### config.mk
export PLATFORM = sky130hd
export DESIGN_NAME = dm_arbiter
export DESIGN_NICKNAME = d
export VERILOG_FILES = /design/src/rtl/dm_arbiter.sv
export SDC_FILE = /design/constraint.sdc
export NUM_CORES = 1
export LEC_CHECK = 0
export BUFFER_PORTS_ARGS = -buffer_cell sky130_fd_sc_hd__buf_2
export CORE_ASPECT_RATIO = 1.5
export CORE_MARGIN = 2
export CORE_UTILIZATION = 35
export CTS_BUF_LIST = sky130_fd_sc_hd__clkbuf_4
export DETAILED_ROUTE_END_ITERATION = 12
export PLACE_DENSITY = 0.69
export SYNTH_ARGS = -nofsm -noshare
export SYNTH_HDL_FRONTEND = slang
export SYNTH_SLANG_ARGS = --single-unit
### constraint.sdc
create_clock -name clk -period 4.23 [get_ports clk]
set_input_delay 0.846 -clock clk [delete_from_list [all_inputs] [get_ports clk]]
set_output_delay 0.846 -clock clk [all_outputs]
set_load 0.02 [all_outputs]
### src/rtl/dm_arbiter.sv
// Round-robin two-port arbiter in front of a single-port data memory, with bounded burst lock.
// Optional grant/wait performance counters are enabled with DM_ARB_PERF_EN.
module dm_arbiter #(
    parameter int AW        = 7,
    parameter int DW        = 32,
    parameter int MAX_BURST = 4
) (
    input  logic          clk,
    input  logic          rst_n,
    input  logic          a_req,
    input  logic          a_wr,
    input  logic [AW-1:0] a_addr,
    input  logic [DW-1:0] a_wdata,
    input  logic          a_lock,
    output logic          a_gnt,
    output logic          a_ack,
    output logic [DW-1:0] a_rdata,
    input  logic          b_req,
    input  logic          b_wr,
    input  logic [AW-1:0] b_addr,
    input  logic [DW-1:0] b_wdata,
    input  logic          b_lock,
    output logic          b_gnt,
    output logic          b_ack,
    output logic [DW-1:0] b_rdata,
    output logic [AW-1:0] m_addr,
    output logic          m_rd,
    output logic          m_wr,
    output logic [DW-1:0] m_wdata,
    input  logic [DW-1:0] m_rdata
`ifdef DM_ARB_PERF_EN
    ,
    output logic [15:0]   a_gnt_cnt,
    output logic [15:0]   b_gnt_cnt,
    output logic [15:0]   wait_cnt
`endif
);
    localparam int BCW = $clog2(MAX_BURST + 1);

    typedef enum logic [1:0] {IDLE, OWN_A, OWN_B} state_t;

    state_t         state;
    logic           last;        // 1 = B was granted most recently
    logic [BCW-1:0] burst_cnt;
    logic           lock_q;      // owner asked to keep ownership at its last grant
    logic           lock_a;
    logic           lock_b;

    always_comb begin
        a_gnt  = 1'b0;
        b_gnt  = 1'b0;
        lock_a = (state == OWN_A) && lock_q && (burst_cnt < BCW'(MAX_BURST));
        lock_b = (state == OWN_B) && lock_q && (burst_cnt < BCW'(MAX_BURST));
        if (rst_n) begin
            if (a_req && b_req) begin
                if (lock_a)      a_gnt = 1'b1;
                else if (lock_b) b_gnt = 1'b1;
                else if (last)   a_gnt = 1'b1;
                else             b_gnt = 1'b1;
            end else begin
                a_gnt = a_req;
                b_gnt = b_req;
            end
        end
    end

    always_comb begin
        m_addr  = '0;
        m_wdata = '0;
        if (a_gnt) begin
            m_addr  = a_addr;
            m_wdata = a_wdata;
        end else if (b_gnt) begin
            m_addr  = b_addr;
            m_wdata = b_wdata;
        end
        m_rd = (a_gnt & ~a_wr) | (b_gnt & ~b_wr);
        m_wr = (a_gnt & a_wr) | (b_gnt & b_wr);
    end

    always_ff @(posedge clk or negedge rst_n) begin
        if (!rst_n) begin
            state     <= IDLE;
            last      <= 1'b1;
            burst_cnt <= '0;
            lock_q    <= 1'b0;
            a_ack     <= 1'b0;
            b_ack     <= 1'b0;
            a_rdata   <= '0;
            b_rdata   <= '0;
        end else begin
            a_ack <= a_gnt;
            b_ack <= b_gnt;
            if (a_gnt) a_rdata <= m_rdata;
            if (b_gnt) b_rdata <= m_rdata;
            if (a_gnt || b_gnt) begin
                if ((a_gnt && state == OWN_A) || (b_gnt && state == OWN_B)) begin
                    if (burst_cnt < BCW'(MAX_BURST))
                        burst_cnt <= burst_cnt + 1'b1;
                end else begin
                    burst_cnt <= BCW'(1);
                end
                state  <= a_gnt ? OWN_A : OWN_B;
                last   <= b_gnt;
                lock_q <= a_gnt ? a_lock : b_lock;
            end else begin
                state     <= IDLE;
                burst_cnt <= '0;
                lock_q    <= 1'b0;
            end
        end
    end

`ifdef DM_ARB_PERF_EN
    always_ff @(posedge clk or negedge rst_n) begin
        if (!rst_n) begin
            a_gnt_cnt <= '0;
            b_gnt_cnt <= '0;
            wait_cnt  <= '0;
        end else begin
            if (a_gnt && a_gnt_cnt != 16'hFFFF) a_gnt_cnt <= a_gnt_cnt + 16'd1;
            if (b_gnt && b_gnt_cnt != 16'hFFFF) b_gnt_cnt <= b_gnt_cnt + 16'd1;
            if (((a_req & ~a_gnt) | (b_req & ~b_gnt)) && wait_cnt != 16'hFFFF)
                wait_cnt <= wait_cnt + 16'd1;
        end
    end
`endif

endmodule

Yosys cells after proc, flatten, opt, wreduce, memory -nomap -nowiden
Cells that the tools add are included.
- $add $sub $neg: 1
- multipliers: 0
- div/mod/pow operators: 0
- $lt $le $gt $ge: 1
- eq/ne operators: 3
- shift operators: 0
- muxes and demuxes: 21
- bitwise operators: 8
- reduce and logical (&&, ||, !) cells: 9
- operator list (operator ; count):
    $mux 32 ; 2
    $mux 7 ; 2
    $mux 1 ; 12
    $mux 3 ; 3
    $logic_and 1x1->1 ; 7
    $and 1x1->1 ; 4
    $mux 2 ; 2
    $add 3x1->3 const B ; 1
    $lt 3x3->1 const B ; 1
    $ne 3x3->1 const B ; 1
    $eq 2x1->1 const B ; 1
    $eq 2x2->1 const B ; 1
    $logic_or 1x1->1 ; 2
    $not 1->1 ; 2
    $or 1x1->1 ; 2
- bits in registers: 73
- latch bits: 0
- bits in writable memories: 0
- memory bits (read-only): 0
- input port bits: 118
- output and inout bits: 109
- logic and storage cells: 51
- memories: 0

Logic depth before layout (Yosys ltp)
- depth in word-level cells: 11
- depth in mapped cells: 6
- depth with buffers taken out: 4

Least setup slack after synthesis
Ideal clock, no wire load.
- path kind: input-to-output
- from: input port rst_n
- to: output port m_wdata[10]
- arrival: 2.019 ns
- required time: 3.384 ns
- setup slack: 1.365 ns
- cell stages on the path: 5
- path buffers: 3
- cells stage by stage: clkbuf_1 > clkbuf_1 > clkbuf_1 > nand2_1 > o22ai_1
- cells in the longest elaborated chain, start to end: 3
- elaborated cells between the ends (all ways): 4
- classes of those cells: mux (4)
- ends and longest elaborated chain (element ; line ; RTL):
    start, declared ; 9 ; input logic rst_n,
    $mux 1 ; 54 ; if (rst_n) begin
    $mux 32 ; 73 ; end else if (b_gnt) begin
    $mux 32 (*) ; 70 ; if (a_gnt) begin
    end, declared ; 29 ; output logic [DW-1:0] m_wdata,
Every way passes the cells marked *; elsewhere a longest branch is shown, timed or not.

Worst setup path after layout
- from: register burst_cnt[2]
- to: output port m_wdata[4]
- cells in the longest elaborated chain, start to end: 8
- elaborated cells between the ends (all ways): 13
- classes of those cells: order compare (1); mux (10); reduce/logical (2)
- ends and longest elaborated chain (element ; line ; RTL):
    start, declared ; 44 ; logic [BCW-1:0] burst_cnt;
    start signal, assigned ; 99 ; burst_cnt <= burst_cnt + 1'b1;
    $lt 3x3->1 (*) ; 52, 53 ;
    $logic_and 1x1->1 ; 53 ; lock_b = (state == OWN_B) && lock_q && (burst_cnt < BCW'(MAX_BURST));
    $mux 1 ; 57 ; else if (lock_b) b_gnt = 1'b1;
    $mux 1 ; 56 ; if (lock_a) a_gnt = 1'b1;
    $mux 1 ; 55 ; if (a_req && b_req) begin
    $mux 1 ; 54 ;
    $mux 32 ; 73 ;
    $mux 32 (*) ; 70 ;
Marked as above.

==> flow_summary.toml <==
[die]
dieArea_mm2 = 0.0107
die_w_um = 85.1
rows = 44
fp.coreArea_mm2 = 0.00963
initial_utilization_pct = 35.9
io_pins = 227
die_y_um = 126

[drt]
wl_per_cell_um = 15.2
wl_met2_mm = 4.92
wl_met1_mm = 4.01
via_per_inst = 5.00
dr.max_layer_used = "met4"
drt_first_pass_iters = 4
met3_wirelength_um = 870
remaining_drc_errors = 0
drtAntennaViolNets = 0
drtIter0Drc = 97
wl_mm = 9.94
via_count = 3282

[power]
cellPowerDensity_mw_per_mm2 = 456
p_leak_nw = 2.49
peakVddDrop_mv = 0.410
p_switching_mw = 0.799
p_int_mw = 1.42
power.share.clock_pct = 22.0
switching_share_pct = 36.1
p_comb_share_pct = 36.3
power_mw = 2.21
pwr-share-seq_pct = 41.6

[setup_path]
cp_max_fo = 23
cp-end-kind = "output pin"
worst_ep_required_time_ns = 3.38
critPathLaunchType = "flip-flop"
critPathKind = "flip-flop to output pin"
worstPathArrival_ns = 2.65

[clock_network]
cts_hold_buf = 0
cts_buffers = 9
cts_resized = 0
cts.sinks = 72
cts.clk_slew.worst_paths_ns = 0.12
h-tree-depth = 3
clockBufferDepth = 2
post_cts_buffers = 0
clk_latency_ns = 0.41
cts_tree = "built"
cts_root_buffer = "clkbuf_4"

[logic_synthesis]
ys_seq_area_share_pct = 52.2
yosys.cell_types.count = 33
ys_ff_latch = 72
synth_area_per_cell_um2 = 10.9
synthCells = 318
ys_warn_count = 0
ys.flop_type = "dfrtp_1"
synth_edf_count = 0
async_reset_ff_share_pct = 100
synth_area_mm2 = 0.00346
synth_fp_nets = 437

[finish]
area_growth_pct = 40.4
antenna_cells = 0
layout_common_cells = "225 x buf_2, 84 x nand2_1, 71 x dfrtp_1"
final_area_mm2 = 0.00485
final_cell_count_no_fill = 656
final_layout_size_suffix_gt1_share_pct = 58.6
fin_nets = 655
fin_util_pct = 50.4
fill_cells = 887
final_common_cell = "buf_2"

[place]
hpwlAfterDp_mm = 7.76
dp_slack_ns = 1.05
place_congestion = 0.886
io_buffers = 226
dp.cells = 640
postPlaceCellArea_mm2 = 0.00469

[worst_hold_path]
hp-class = "input pin to async pin"

[status]
status = "finished, final reports clean"

[timing]
setup_slack_ns = 0.730
fin_crit_ns = 3.50
report.final.slew_viol_count = 0
rsz0062_at_grt = "no"
slew_headroom_pct = 62.5
setup-violations-final = 0
maxClockFrequency_ghz = 0.286
whs_ns = 0.396
fin_skew_ns = 0.0113
hold_violations = 0
tightest_slew_ns = 0.563
fin_crit_sh_pct = 82.7
setup_tns_ns = 0

[global_route]
grt_pass1_vias = 3225
track_usage_pct = 18.3
grt_antenna_before_repair = 0
overflow = 0
grt_max_degree = 56
grt_pass1_wl_mm = 15.5

[job]
timing.max_cap.violations = 0
## cell families (layout without fill, tap and decap cells)
logic type / Yosys count / after routing / synth area share, %
and+or+nand+nor: 94 / 94 / 11.0
DFF: 72 / 72 / 52.2
muxes: 65 / 65 / 21.1
AOI/OAI and AO/OA: 55 / 55 / 11.1
buffers and inverters: 30 / 253 / 4.02
adders and majority gates: 1 / 1 / 0.362
xor gates and xnor gates: 1 / 1 / 0.253
## synth_stat cells (2+ instances only)
library cell | instances | area (um2)
a211oi_1 | 2 | 15.0
mux2_2 | 63 | 709
buf_2 | 3 | 15.0
a21o_1 | 2 | 15.0
nand2_1 | 84 | 315
clkbuf_1 | 19 | 71.3
o22ai_1 | 41 | 257
buf_6 | 3 | 33.8
nor2_1 | 3 | 11.3
and3b_1 | 2 | 17.5
inv_1 | 4 | 15.0
dfrtp_1 | 71 | 1780
## critical path: stages (launching register included)
cell      delay [ns]
dfrtp_1         0.47
nor4bb_1        0.32
a211o_1         0.25
a21o_1          0.51
buf_4           0.35
o22ai_1         0.14
buf_2           0.18
## layout make-up
type                    instances  area (um2)  area share (%)
clock buffers                   9        67.6            1.39
flip-flops and latches         72        1800            37.1
clock inverters                 7        95.1            1.96
repair buffers                233        1200            24.7
well taps                     115         144            2.96
multi-input cells             216        1530            31.5
inverters                       4        15.0           0.309
## sequential cells by signal (all words and copies together), names as in the netlist
name	count
b_ack	1
burst_cnt	3
a_rdata	32
state	2
last	1
b_rdata	32
lock_q	1
## worst paths after layout
kind	from	cells past startpoint	slack, ns	to
min reg2reg	b_rdata[13]$_DFFE_PN0P_	1	0.49	b_rdata[13]$_DFFE_PN0P_
max reg2reg	burst_cnt[2]$_DFFE_PN0P_	5	1.88	b_rdata[16]$_DFFE_PN0P_
min in group clk	b_rdata[13]$_DFFE_PN0P_	1	0.49	b_rdata[13]$_DFFE_PN0P_
max	burst_cnt[2]$_DFFE_PN0P_	6	0.73	m_wdata[4]
min	rst_n	1	0.40	burst_cnt[2]$_DFFE_PN0P_
max in group asynchronous	rst_n	3	2.64	a_rdata[13]$_DFFE_PN0P_
## power by group through the flow
stage                     logic, mW  registers (mW)  clock network, mW
after global routing          0.864           0.944              0.534
after CTS                     0.816           0.925              0.510
after detailed placement      0.814           0.940                  0
after global placement        0.800           0.929                  0
final                         0.805           0.922              0.488
after floorplan               0.297            1.13                  0
## metal layers
metal  vias to the layer above  track usage [%]
li1                       1557                -
met1                      1534             22.0
met2                       182             31.9
met3                         9             4.65
met4                         0             5.51
met5                         -                0
Power figures use the tool's default switching activity.
